--- config.mk ---
export PLATFORM = sky130hd
export DESIGN_NAME = mlp_seq_regressor_flat
export DESIGN_NICKNAME = d
export VERILOG_FILES = /design/src/rtl/mlp_seq_regressor_pkg.sv /design/src/rtl/mlp_seq_regressor_if.sv /design/src/rtl/mlp_seq_regressor_mac.sv /design/src/rtl/mlp_seq_regressor.sv /design/src/flat_wrapper.sv
export SDC_FILE = /design/constraint.sdc
export NUM_CORES = 1
export LEC_CHECK = 0
export BUFFER_PORTS_ARGS = -buffer_cell sky130_fd_sc_hd__buf_2
export CAP_MARGIN = 5
export CORE_MARGIN = 1.5
export CORE_UTILIZATION = 37
export DETAILED_ROUTE_END_ITERATION = 16
export GPL_TIMING_DRIVEN = 0
export MAX_ROUTING_LAYER = met4
export PLACE_DENSITY = 0.68
export SETUP_SLACK_MARGIN = 0.02
export SLEW_MARGIN = 10
export SYNTH_ARGS = -nofsm -noshare
export SYNTH_HDL_FRONTEND = slang
export SYNTH_SLANG_ARGS = --single-unit
export TNS_END_PERCENT = 20
--- constraint.sdc ---
create_clock -name clk -period 3 [get_ports clk]
set_clock_uncertainty 0.05 [all_clocks]
set_input_delay 0.45 -clock clk [delete_from_list [all_inputs] [get_ports clk]]
set_output_delay 0.45 -clock clk [all_outputs]
set_load 0.01 [all_outputs]
--- src/rtl/mlp_seq_regressor_pkg.sv ---
// mlp_pkg: shared types and helpers for the sequential MLP regressor.
//   state_t  - controller states (IDLE, L0 hidden layer, L1 output layer, DONE)
//   cnt_w    - counter width for an index range of n values (at least 1 bit)
//   imax     - integer max, used to size the shared MAC datapath
//   relu     - ReLU with either clamp-to-max or truncate-to-low-bits behaviour
package mlp_pkg;

    typedef enum logic [1:0] {
        IDLE = 2'd0,
        L0   = 2'd1,
        L1   = 2'd2,
        DONE = 2'd3
    } state_t;

    function automatic int cnt_w(input int n);
        return (n > 1) ? $clog2(n) : 1;
    endfunction

    function automatic int imax(input int a, input int b);
        return (a > b) ? a : b;
    endfunction

    // Negative -> 0. Otherwise either clamp to 2^w-1 (sat) or keep the low w bits.
    // Callers sign-extend their accumulator to 64 bits and cast the result back down.
    function automatic logic [63:0] relu(input logic signed [63:0] v, input int w, input bit sat);
        logic [63:0] mask;
        mask = (64'd1 << w) - 64'd1;
        if (v < 0)
            return '0;
        if (sat && (v > $signed(mask)))
            return mask;
        return v & mask;
    endfunction

endpackage

--- src/rtl/mlp_seq_regressor_if.sv ---
// mlp_seq_regressor_if: feature-in / result-out valid-ready bundle.
//   in_valid/in_ready/in_data    - feature vector, feature i at [i*IN_W +: IN_W]
//   out_valid/out_ready/out_data - ReLU'd regression value (OUT_W-1 bits, unsigned)
//   slave  modport: the regressor
//   master modport: whoever feeds features and consumes results
interface mlp_seq_regressor_if #(
    parameter int N_IN  = 21,
    parameter int IN_W  = 4,
    parameter int OUT_W = 22
) ();
    logic                   in_valid;
    logic                   in_ready;
    logic [N_IN*IN_W-1:0]   in_data;
    logic                   out_valid;
    logic                   out_ready;
    logic [OUT_W-2:0]       out_data;

    modport slave (
        input  in_valid, in_data, out_ready,
        output in_ready, out_valid, out_data
    );

    modport master (
        output in_valid, in_data, out_ready,
        input  in_ready, out_valid, out_data
    );
endinterface

--- src/rtl/mlp_seq_regressor_mac.sv ---
// mlp_mac: single signed multiply-accumulate.
//   a       - unsigned operand (feature or hidden activation), zero-extended
//   w       - signed weight
//   acc_in  - running sum
//   acc_out - acc_in + a*w, two's-complement wrap at ACC_W
module mlp_mac #(
    parameter int A_W   = 13,
    parameter int W_W   = 8,
    parameter int ACC_W = 22
) (
    input  logic        [A_W-1:0]   a,
    input  logic signed [W_W-1:0]   w,
    input  logic signed [ACC_W-1:0] acc_in,
    output logic signed [ACC_W-1:0] acc_out
);
    // Extra bit keeps the zero-extended operand positive under signed multiply.
    localparam int P_W = A_W + W_W + 1;

    logic signed [P_W-1:0] prod;

    assign prod    = P_W'($signed({1'b0, a})) * P_W'(w);
    assign acc_out = acc_in + ACC_W'(prod);
endmodule

--- src/rtl/mlp_seq_regressor.sv ---
// mlp_seq_regressor: 2-layer MLP regressor (ReLU hidden, ReLU output) evaluated
// serially on one shared MAC. Coefficients are parameters, selected by constant
// tables indexed with the (neuron, feature) / hidden counters.
//   clk  - rising-edge clock
//   rst  - synchronous active-high reset
//   bus  - mlp_seq_regressor_if.slave (feature input and result output handshakes)
// Accept edge to out_valid high takes N_HID*N_IN + N_HID + 1 cycles regardless of data.
module mlp_seq_regressor
    import mlp_pkg::*;
#(
    parameter int N_IN     = 21,
    parameter int IN_W     = 4,
    parameter int N_HID    = 3,
    parameter int W_W      = 8,
    parameter int B1_W     = 12,
    parameter int ACC_W    = 14,
    parameter int HID_W    = 13,
    parameter int B2_W     = 17,
    parameter int OUT_W    = 22,
    parameter bit RELU_SAT = 1'b0,
    parameter logic [N_HID*N_IN*W_W-1:0] W1 = '0,
    parameter logic [N_HID*B1_W-1:0]     B1 = '0,
    parameter logic [N_HID*W_W-1:0]      W2 = '0,
    parameter logic signed [B2_W-1:0]    B2 = '0
) (
    input  logic                clk,
    input  logic                rst,
    mlp_seq_regressor_if.slave  bus
);
    // One accumulator serves both layers; it is as wide as the wider of the two
    // and each layer only interprets its own low bits, so wrap behaviour matches.
    localparam int A_W   = imax(IN_W, HID_W);
    localparam int MAC_W = imax(ACC_W, OUT_W);
    localparam int I_W   = cnt_w(N_IN);
    localparam int J_W   = cnt_w(N_HID);
    localparam int WI_W  = cnt_w(N_HID * N_IN);
    localparam int OD_W  = OUT_W - 1;

    localparam logic [I_W-1:0] I_LAST = I_W'(N_IN - 1);
    localparam logic [J_W-1:0] J_LAST = J_W'(N_HID - 1);

    // Coefficient tables: constants only, so indexing them is a plain mux.
    logic signed [W_W-1:0]  w1_tab [N_HID*N_IN];
    logic signed [B1_W-1:0] b1_tab [N_HID];
    logic signed [W_W-1:0]  w2_tab [N_HID];

    for (genvar g = 0; g < N_HID*N_IN; g++) begin : g_w1
        assign w1_tab[g] = W1[g*W_W +: W_W];
    end
    for (genvar g = 0; g < N_HID; g++) begin : g_l2
        assign b1_tab[g] = B1[g*B1_W +: B1_W];
        assign w2_tab[g] = W2[g*W_W +: W_W];
    end

    state_t                 state, state_nx;
    logic [I_W-1:0]         i;      // feature index in L0
    logic [J_W-1:0]         j;      // neuron index in L0, hidden index (k) in L1
    logic [IN_W-1:0]        x_q [N_IN];
    logic [HID_W-1:0]       h_q [N_HID];
    logic signed [MAC_W-1:0] acc;
    logic signed [MAC_W-1:0] mac_sum;
    logic [A_W-1:0]         mac_a;
    logic signed [W_W-1:0]  mac_w;
    logic [WI_W-1:0]        w1_idx;
    logic signed [ACC_W-1:0] hid_sum;
    logic signed [OUT_W-1:0] out_sum;
    logic [HID_W-1:0]       hid_act;
    logic [OD_W-1:0]        out_act;
    logic [OD_W-1:0]        out_q;
    logic                   out_valid_q;

    assign w1_idx = WI_W'(int'(j) * N_IN + int'(i));

    // Operand mux: features x weights in L0, hidden activations x output weights in L1.
    always_comb begin
        mac_a = '0;
        mac_w = '0;
        if (state == L1) begin
            mac_a = A_W'(h_q[j]);
            mac_w = w2_tab[j];
        end else begin
            mac_a = A_W'(x_q[i]);
            mac_w = w1_tab[w1_idx];
        end
    end

    mlp_mac #(
        .A_W   (A_W),
        .W_W   (W_W),
        .ACC_W (MAC_W)
    ) u_mac (
        .a       (mac_a),
        .w       (mac_w),
        .acc_in  (acc),
        .acc_out (mac_sum)
    );

    assign hid_sum = mac_sum[ACC_W-1:0];
    assign out_sum = mac_sum[OUT_W-1:0];
    assign hid_act = HID_W'(relu(64'(hid_sum), HID_W, RELU_SAT));
    assign out_act = OD_W'(relu(64'(out_sum), OD_W, RELU_SAT));

    // ---------------- controller ----------------
    always_ff @(posedge clk) begin
        if (rst)
            state <= IDLE;
        else
            state <= state_nx;
    end

    always_comb begin
        state_nx = state;
        case (state)
            IDLE:    if (bus.in_valid)                  state_nx = L0;
            L0:      if (i == I_LAST && j == J_LAST)    state_nx = L1;
            L1:      if (j == J_LAST)                   state_nx = DONE;
            DONE:    if (out_valid_q && bus.out_ready)  state_nx = IDLE;
            default:                                    state_nx = IDLE;
        endcase
    end

    // in_ready is gated by rst so it reads 0 for the whole reset pulse.
    assign bus.in_ready  = (state == IDLE) && !rst;
    assign bus.out_valid = out_valid_q;
    assign bus.out_data  = out_q;

    // ---------------- datapath ----------------
    always_ff @(posedge clk) begin
        if (rst) begin
            acc         <= '0;
            i           <= '0;
            j           <= '0;
            out_q       <= '0;
            out_valid_q <= 1'b0;
            for (int f = 0; f < N_IN; f++)  x_q[f] <= '0;
            for (int h = 0; h < N_HID; h++) h_q[h] <= '0;
        end else begin
            case (state)
                IDLE: begin
                    if (bus.in_valid) begin
                        for (int f = 0; f < N_IN; f++)
                            x_q[f] <= bus.in_data[f*IN_W +: IN_W];
                        acc <= MAC_W'(b1_tab[0]);
                        i   <= '0;
                        j   <= '0;
                    end
                end
                L0: begin
                    if (i == I_LAST) begin
                        // Last feature of this neuron: fold the final product straight into ReLU.
                        h_q[j] <= hid_act;
                        i      <= '0;
                        if (j == J_LAST) begin
                            acc <= MAC_W'(B2);
                            j   <= '0;
                        end else begin
                            acc <= MAC_W'(b1_tab[j + 1'b1]);
                            j   <= j + 1'b1;
                        end
                    end else begin
                        acc <= mac_sum;
                        i   <= i + 1'b1;
                    end
                end
                L1: begin
                    acc <= mac_sum;
                    if (j == J_LAST)
                        out_q <= out_act;
                    else
                        j <= j + 1'b1;
                end
                DONE: begin
                    // First DONE cycle lets the result sit in out_q before it is offered.
                    if (!out_valid_q)
                        out_valid_q <= 1'b1;
                    else if (bus.out_ready)
                        out_valid_q <= 1'b0;
                end
                default: ;
            endcase
        end
    end

endmodule

--- src/flat_wrapper.sv ---
// flat-port wrapper written by rule: the top's interface ports become plain ports
module mlp_seq_regressor_flat import mlp_pkg::*;
#(
    parameter int N_IN     = 21,
    parameter int IN_W     = 4,
    parameter int N_HID    = 3,
    parameter int W_W      = 8,
    parameter int B1_W     = 12,
    parameter int ACC_W    = 14,
    parameter int HID_W    = 13,
    parameter int B2_W     = 17,
    parameter int OUT_W    = 22,
    parameter bit RELU_SAT = 1'b0,
    parameter logic [N_HID*N_IN*W_W-1:0] W1 = '0,
    parameter logic [N_HID*B1_W-1:0]     B1 = '0,
    parameter logic [N_HID*W_W-1:0]      W2 = '0,
    parameter logic signed [B2_W-1:0]    B2 = '0
)
  (clk, rst, bus_in_valid, bus_in_data, bus_out_ready, bus_in_ready, bus_out_valid, bus_out_data);
  mlp_seq_regressor_if #(.N_IN(N_IN), .IN_W(IN_W), .OUT_W(OUT_W)) bus_i ();
  input  logic clk;
  input  logic rst;
  input wire logic [$bits(bus_i.in_valid)-1:0] bus_in_valid;
  input wire logic [$bits(bus_i.in_data)-1:0] bus_in_data;
  input wire logic [$bits(bus_i.out_ready)-1:0] bus_out_ready;
  output wire logic [$bits(bus_i.in_ready)-1:0] bus_in_ready;
  output wire logic [$bits(bus_i.out_valid)-1:0] bus_out_valid;
  output wire logic [$bits(bus_i.out_data)-1:0] bus_out_data;
  assign bus_i.in_valid = bus_in_valid;
  assign bus_i.in_data = bus_in_data;
  assign bus_i.out_ready = bus_out_ready;
  assign bus_in_ready = bus_i.in_ready;
  assign bus_out_valid = bus_i.out_valid;
  assign bus_out_data = bus_i.out_data;
  mlp_seq_regressor #(.N_IN(N_IN), .IN_W(IN_W), .N_HID(N_HID), .W_W(W_W), .B1_W(B1_W), .ACC_W(ACC_W), .HID_W(HID_W), .B2_W(B2_W), .OUT_W(OUT_W), .RELU_SAT(RELU_SAT), .W1(W1), .B1(B1), .W2(W2), .B2(B2)) u_core (.clk(clk), .rst(rst), .bus(bus_i));
endmodule
==> results.sh, run 1 <==
export IMPL_slew_violations=0
export IMPL_drive_gt1_frac=0.1523
export IMPL_setup_worst_path_start="u_core.state[0]"
export IMPL_regArea_mm2=0.001061
export IMPL_drt_pass1_iter_count=4
export IMPL_synth_nets=321
export IMPL_yosys_top_cells_area="dfxtp_1 (50%), nor3b_1 (15%), a21oi_1 (6.4%)"
export IMPL_reg2reg_depth=8
export IMPL_path_common_cell="clkbuf_1"
export IMPL_synth_cells=223
export IMPL_synth_cell_types=31
export IMPL_drt_iter0_markers=60
export IMPL_cts_buffers=5
export IMPL_critPathMaxStageDelay_ns=0.42
export IMPL_start_util=0.3858
export IMPL_post_synth_top_count_cell="dfxtp_1"
export IMPL_grtUsageTotal=0.1560
export IMPL_relSlewSlack=0.6613
export IMPL_syn_avg_cell_area_um2=9.527
export IMPL_maxCapViolations=0
export IMPL_fin_crit_sh=0.6677
export IMPL_status="finished, final reports clean"
export IMPL_crit_path_end_kind="register"
export IMPL_drc=0
export IMPL_via_per_inst=5.027
export IMPL_ios=111
export IMPL_p_per_area_mw_per_mm2=635.4
export IMPL_hold_buffers=0
export IMPL_cts_tree="yes"
export IMPL_rsz0062_at_grt="no"
export IMPL_n_antenna_cell=0
export IMPL_path_cells="inv_1 -> ha_1 -> clkbuf_1 -> nand2_1 -> clkbuf_1 -> nor3b_1 -> a21oi_1 -> nor2_1"
export IMPL_place_gp_congestion=0.8100
export IMPL_setup_worst_path_end="u_core.bus.out_data[17]"
export IMPL_r2r_end="u_core.bus.out_data[17]"
export IMPL_cts_sink_count=53
export IMPL_p_leak_nw=0.9448
export IMPL_area_growth_pct=14.84
export IMPL_clockBufferDepth=2
export IMPL_overflow=0
export IMPL_yosysSeqAreaShare=0.4994
export IMPL_worst_path_max_delay_cell="dfxtp_1"
export IMPL_grt_max_degree=18
export IMPL_die_w_um=78.78
export IMPL_grt_pass1_vias=1602
export IMPL_p_int_mw=1.057
export IMPL_top_usage_layer="met2"
export IMPL_htree_levels=2
export IMPL_antenna_found_initial=0
export IMPL_multi_input_area_um2=965.9
export IMPL_start_kind="register"
export IMPL_hpwlAfterDp_um=2979
export IMPL_routedWlPerCell_um=12.83
export IMPL_reg2reg_from="u_core.state[0]"
export IMPL_insertion_delay_ns=0.31
export IMPL_nFillCells=556
export IMPL_pwr_share_clk=0.279
export IMPL_netlist_area_mm2=0.002125
export IMPL_met3_usage=0.04828
export IMPL_cp_required_ns=3.14
export IMPL_layout_min_cycle_time_ns=2.003
export IMPL_synth_top_area_cell="dfxtp_1"
export IMPL_regToRegSetupSlack_ns=1.0
export IMPL_p_total_mw=1.550
export IMPL_clkTransAtPathRegs_ns=0.10
export IMPL_hold_class="primary input to register"
export IMPL_synth_edff_count=0
export IMPL_power_frac_seq=0.480
export IMPL_final_nets=353
export IMPL_coreArea_mm2=0.005507
export IMPL_path_max_fanout=10
export IMPL_dieArea_mm2=0.006206
export IMPL_synth_seq_cells=53
export IMPL_met1_usage=0.1868
export IMPL_p_sw_mw=0.4931
export IMPL_grt_use_met2=0.2491
export IMPL_tightest_slew_ns=0.5081
export IMPL_synthFlopType="dfxtp_1"
export IMPL_drt_total_wl_um=4207
export IMPL_hold_violations=0
export IMPL_drtAntennaViolNets=0
export IMPL_crit_type="register to register"
export IMPL_whs_ns=0.3966
export IMPL_synth_top_area_share=0.4994
export IMPL_row_count=27
export IMPL_cts_root_buf="clkbuf_8"
export IMPL_setup_tns_ns=0
export IMPL_ir_drop_mv=0.3183
export IMPL_synth_warnings=0
export IMPL_cts_repair_resized=0
export IMPL_p_comb_frac=0.242
export IMPL_async_flop_share=0
export IMPL_setup_viol=0
export IMPL_sw_frac_of_total=0.3181
export IMPL_num_vias=1649
export IMPL_cts_setup_buffers=0
export IMPL_critPathArrivalTime_ns=2.15
export IMPL_io_buffers=25
export IMPL_die_h_um=78.78
export IMPL_fmax_mhz=499.2
export IMPL_netlist_top_cells_count="dfxtp_1 (53), nor3b_1 (43), a21oi_1 (27)"
export IMPL_grt_pass1_wl_um=7300
==> per-stage QoR <==
| step | util | std cells | worst slack, ns | area [µm²] |
|---|---|---|---|---|
| global route | 0.4431 | 328 | 0.8445 | 2440 |
| detailed placement | 0.4249 | 320 | 1.027 | 2340 |
| global placement | 0.4249 | 320 | 1.039 | 2340 |
| finish | 0.4431 | 328 | 0.9969 | 2440 |
| CTS | 0.4431 | 328 | 0.9831 | 2440 |
| floorplan | - | 223 | 1.294 | 2125 |
==> registers in the layout (all words and copies together), names as in the netlist <==
signal                count
u_core.state              2
u_core.i                  5
u_core.acc               22
u_core.bus.out_valid      1
u_core.bus.out_data      21
u_core.j                  2
==> kinds of logic after synthesis <==
kind of cell	count (synthesis)	synth area share
buffers and inverters	24	0.04593
xor gates and xnor gates	1	0.004123
adders and majority gates	10	0.05889
AOI/OAI and AO/OA	40	0.1190
and+or+nand+nor	94	0.2680
muxes	1	0.004712
DFF	53	0.4994
==> power groups by stage <==
stage	registers, mW	clock network, mW	logic (mW)
finish	0.744	0.432	0.375
global route	0.748	0.487	0.426
CTS	0.744	0.452	0.379
detailed placement	0.760	0	0.377
global placement	0.760	0	0.374
floorplan	0.757	0	0.297
==> layer usage <==
metal | share of wire | routed length (µm)
met1 | 0.51 | 2141
met2 | 0.43 | 1814
met3 | 0.046 | 194
met4 | 0.014 | 57
met5 | 0 | 0
==> layout make-up <==
| type | count | area share |
|---|---|---|
| well taps | 72 | 0.03692 |
| plain buffers | 17 | 0.02923 |
| repair buffers | 25 | 0.05128 |
| flip-flops and latches | 53 | 0.4349 |
| multi-input cells | 146 | 0.3959 |
| clock buffers | 6 | 0.03385 |
| inverters | 7 | 0.01077 |
| clock inverters | 2 | 0.007179 |
==> worst max-delay path: cells and delay by family, from the launching register on <==
family	cells	cell delay, ns
AOI/OAI and AO/OA	1	0.14
adders and majority gates	1	0.19
buffers and inverters	3	0.68
DFF	1	0.42
and+or+nand+nor	3	0.40
==> layout by cell type (no fill, tap or decap) <==
cell / instances
a2111oi_2: 1
a211oi_1: 1
a211oi_2: 1
a21o_1: 1
a21oi_1: 27
a221oi_2: 1
a22o_1: 1
a22oi_1: 1
a311oi_1: 1
a31oi_1: 2
a41o_1: 1
and2_1: 2
buf_1: 1
buf_2: 25
buf_4: 2
clkbuf_1: 14
clkbuf_8: 6
clkinv_4: 1
dfxtp_1: 53
ha_1: 10
inv_1: 7
inv_6: 1
mux2i_1: 1
nand2_1: 7
nand2b_1: 3
nand3_1: 8
nand3b_1: 3
nand4b_1: 1
nand4b_2: 1
nor2_1: 24
nor2b_1: 2
nor3b_1: 43
o21ai_0: 1
o21bai_1: 1
xnor2_1: 1
==> worst min path at each step <==
stage | start | endpoint | slack, ns | depth (start not counted)
detailed placement | u_core.acc[16] | u_core.acc[16] | 0.41 | 1
global placement | u_core.acc[18] | u_core.acc[18] | 0.41 | 1
global route | bus_out_ready | u_core.bus.out_valid | 0.43 | 4
finish | bus_out_ready | u_core.bus.out_valid | 0.40 | 4
CTS | bus_out_ready | u_core.bus.out_valid | 0.38 | 4
floorplan | u_core.acc[10] | u_core.acc[10] | 0.40 | 1
Power figures use the tool's default switching activity.
==> run 2: changes to the inputs <==
==> constraint.sdc (replaced) <==
create_clock -name clk -period 1.9 [get_ports clk]
set_clock_uncertainty 0.05 [all_clocks]
set_input_delay 0.285 -clock clk [delete_from_list [all_inputs] [get_ports clk]]
set_output_delay 0.285 -clock clk [all_outputs]
set_load 0.01 [all_outputs]
==> run 2 against run 1 <==
Clock power is 58% higher. Fmax up 13%. Non-clock buffer count shrank 1. Via count down 0.85%. Flip-flop and latch count is the same. Clock-buffer cell count stayed put. Critical path depth shrank 1. Core utilization is 1.0 points higher. Register-to-register slack got worse by 0.87 ns. Sequential power grew 59%. Sequential share of layout area shrank 0.93 points. Critical path type unchanged. Highest routed layer unchanged.
==> results.sh, run 2 (synthesized netlist as in run 1, its figures left out) <==
export IMPL_p_sw_mw=0.8218
export IMPL_drt_total_wl_um=4305
export IMPL_p_int_mw=1.748
export IMPL_cp_required_ns=2.04
export IMPL_routedWlPerCell_um=13.17
export IMPL_hold_buffers=0
export IMPL_power_frac_seq=0.458
export IMPL_grt_pass1_vias=1613
export IMPL_critPathMaxStageDelay_ns=0.34
export IMPL_worst_path_max_delay_cell="dfxtp_1"
export IMPL_start_kind="register"
export IMPL_largest_register_ffs=22
export IMPL_die_h_um=78.78
export IMPL_multi_input_area_mm2=0.001011
export IMPL_insertion_delay_ns=0.31
export IMPL_regMostFlops="u_core.acc"
export IMPL_drt_iter0_markers=61
export IMPL_crit_path_end_kind="register"
export IMPL_critPathBufInv=2
export IMPL_slew_violations=0
export IMPL_overflow=0
export IMPL_drive_gt1_frac=0.1765
export IMPL_cts_tree="yes"
export IMPL_place_gp_congestion=0.8100
export IMPL_ir_drop_mv=0.5003
export IMPL_pwr_share_clk=0.266
export IMPL_setup_worst_path_start="u_core.i[0]"
export IMPL_htree_levels=2
export IMPL_r2r_end="u_core.acc[10]"
export IMPL_n_antenna_cell=0
export IMPL_drtAntennaViolNets=0
export IMPL_coreArea_mm2=0.005507
export IMPL_sw_frac_of_total=0.3198
export IMPL_cts_sink_count=53
export IMPL_path_cells="inv_1 -> ha_1 -> nand4b_4 -> a21o_1 -> a211oi_4 -> buf_6 -> nor3b_1"
export IMPL_area_growth_pct=17.49
export IMPL_final_common_cell="dfxtp_1"
export IMPL_num_vias=1635
export IMPL_io_buffers=25
export IMPL_grtUsageTotal=0.1586
export IMPL_status="finished, final reports clean"
export IMPL_crit_type="register to register"
export IMPL_die_w_um=78.78
export IMPL_fmax_mhz=563.4
export IMPL_setup_worst_path_end="u_core.acc[10]"
export IMPL_hold_violations=0
export IMPL_setup_viol=0
export IMPL_p_per_area_mw_per_mm2=1029
export IMPL_row_count=27
export IMPL_path_max_fanout=10
export IMPL_pre_cts_slack_ns=-0.07263
export IMPL_final_util=0.4533
export IMPL_relSlewSlack=0.6582
export IMPL_cts_root_buf="clkbuf_8"
export IMPL_layout_min_cycle_time_ns=1.775
export IMPL_crit_family="compound AO/OA/AOI/OAI gates"
export IMPL_grt_pass1_wl_um=7403
export IMPL_p_comb_frac=0.277
export IMPL_hold_class="primary input to register"
export IMPL_drt_pass1_iter_count=4
export IMPL_regArea_mm2=0.001062
export IMPL_fin_crit_sh=0.9343
export IMPL_reg2reg_from="u_core.i[0]"
export IMPL_rsz0062_at_grt="yes"
export IMPL_whs_ns=0.2375
export IMPL_cts_buffers=5
export IMPL_dieArea_mm2=0.006206
export IMPL_clkTransAtPathRegs_ns=0.09
export IMPL_regToRegSetupSlack_ns=0.12
export IMPL_tightest_slew_ns=0.5127
export IMPL_path_depth=7
export IMPL_critPathArrivalTime_ns=1.91
export IMPL_clockBufferDepth=2
export IMPL_final_nets=352
export IMPL_mostFrequentLayoutCells="dfxtp_1 (52), nor3b_1 (43), a21oi_1 (27)"
export IMPL_setup_ws_ns=0.1249
export IMPL_start_util=0.3858
export IMPL_drc=0
export IMPL_antenna_found_initial=0
export IMPL_hpwlAfterDp_um=2979
export IMPL_reg2reg_depth=7
export IMPL_grt_max_degree=18
export IMPL_p_leak_nw=0.9877
export IMPL_ios=111
export IMPL_via_per_inst=5.000
export IMPL_maxCapViolations=0
export IMPL_nFillCells=550
## run 2: power by group through the flow
stage	Clock [mW]	Sequential, mW	Combinational [mW]
detailed placement	0	1.20	0.596
global route	0.769	1.18	0.793
global placement	0	1.20	0.591
finish	0.682	1.18	0.711
CTS	0.713	1.17	0.645
floorplan	0	1.19	0.470
## run 2: timing repair
| action | in CTS | in global routing |
|---|---|---|
| pin swaps | 0 | 1 |
| cloned | 0 | 0 |
| buffers inserted | 0 | 1 |
| endpoints found under the setup margin | 41 | 37 |
| gates resized for setup | 5 | 7 |
## run 2: how the worst min path moves through the flow
stage                         startpoint                    to  depth (start not counted)
after CTS                  bus_out_ready  u_core.bus.out_valid                          4
after detailed placement  u_core.acc[16]        u_core.acc[16]                          1
after global placement    u_core.acc[18]        u_core.acc[18]                          1
after global routing       bus_out_ready  u_core.bus.out_valid                          4
final                      bus_out_ready  u_core.bus.out_valid                          4
after floorplan           u_core.acc[10]        u_core.acc[10]                          1
## run 2: layer usage
| metal | track usage | part of all wire |
|---|---|---|
| met1 | 0.1928 | 0.50 |
| met2 | 0.2457 | 0.44 |
| met3 | 0.04943 | 0.043 |
| met4 | 0.06250 | 0.017 |
| met5 | - | 0 |
## run 2: area by class of cell
cell class	instances	share of cell area
clock inverter	2	0.007018
multi-input combinational	146	0.4050
buffer	15	0.02957
clock buffer	6	0.03308
inverter	7	0.01053
timing repair buffer	26	0.05313
tap	72	0.03609
sequential	53	0.4256
## run 2: stage by stage
step	cells	total power [mW]	setup TNS, ns	cell area [µm²]
3_5_place_dp	320	1.796	-0.8488	2340
6_report	327	2.570	0	2496
3_3_place_gp	320	1.790	-0.6960	2340
5_1_grt	327	2.746	0	2496
4_1_cts	327	2.533	0	2460
2_1_floorplan	223	1.664	0	2125
## run 2: worst reg2reg max path, delay by kind of cell (launching register included)
family          cells  cell delay, ns
fa+ha+maj           1            0.20
simple gates        2            0.22
flops               1            0.34
buf+inv             2            0.27
compound gates      2            0.57
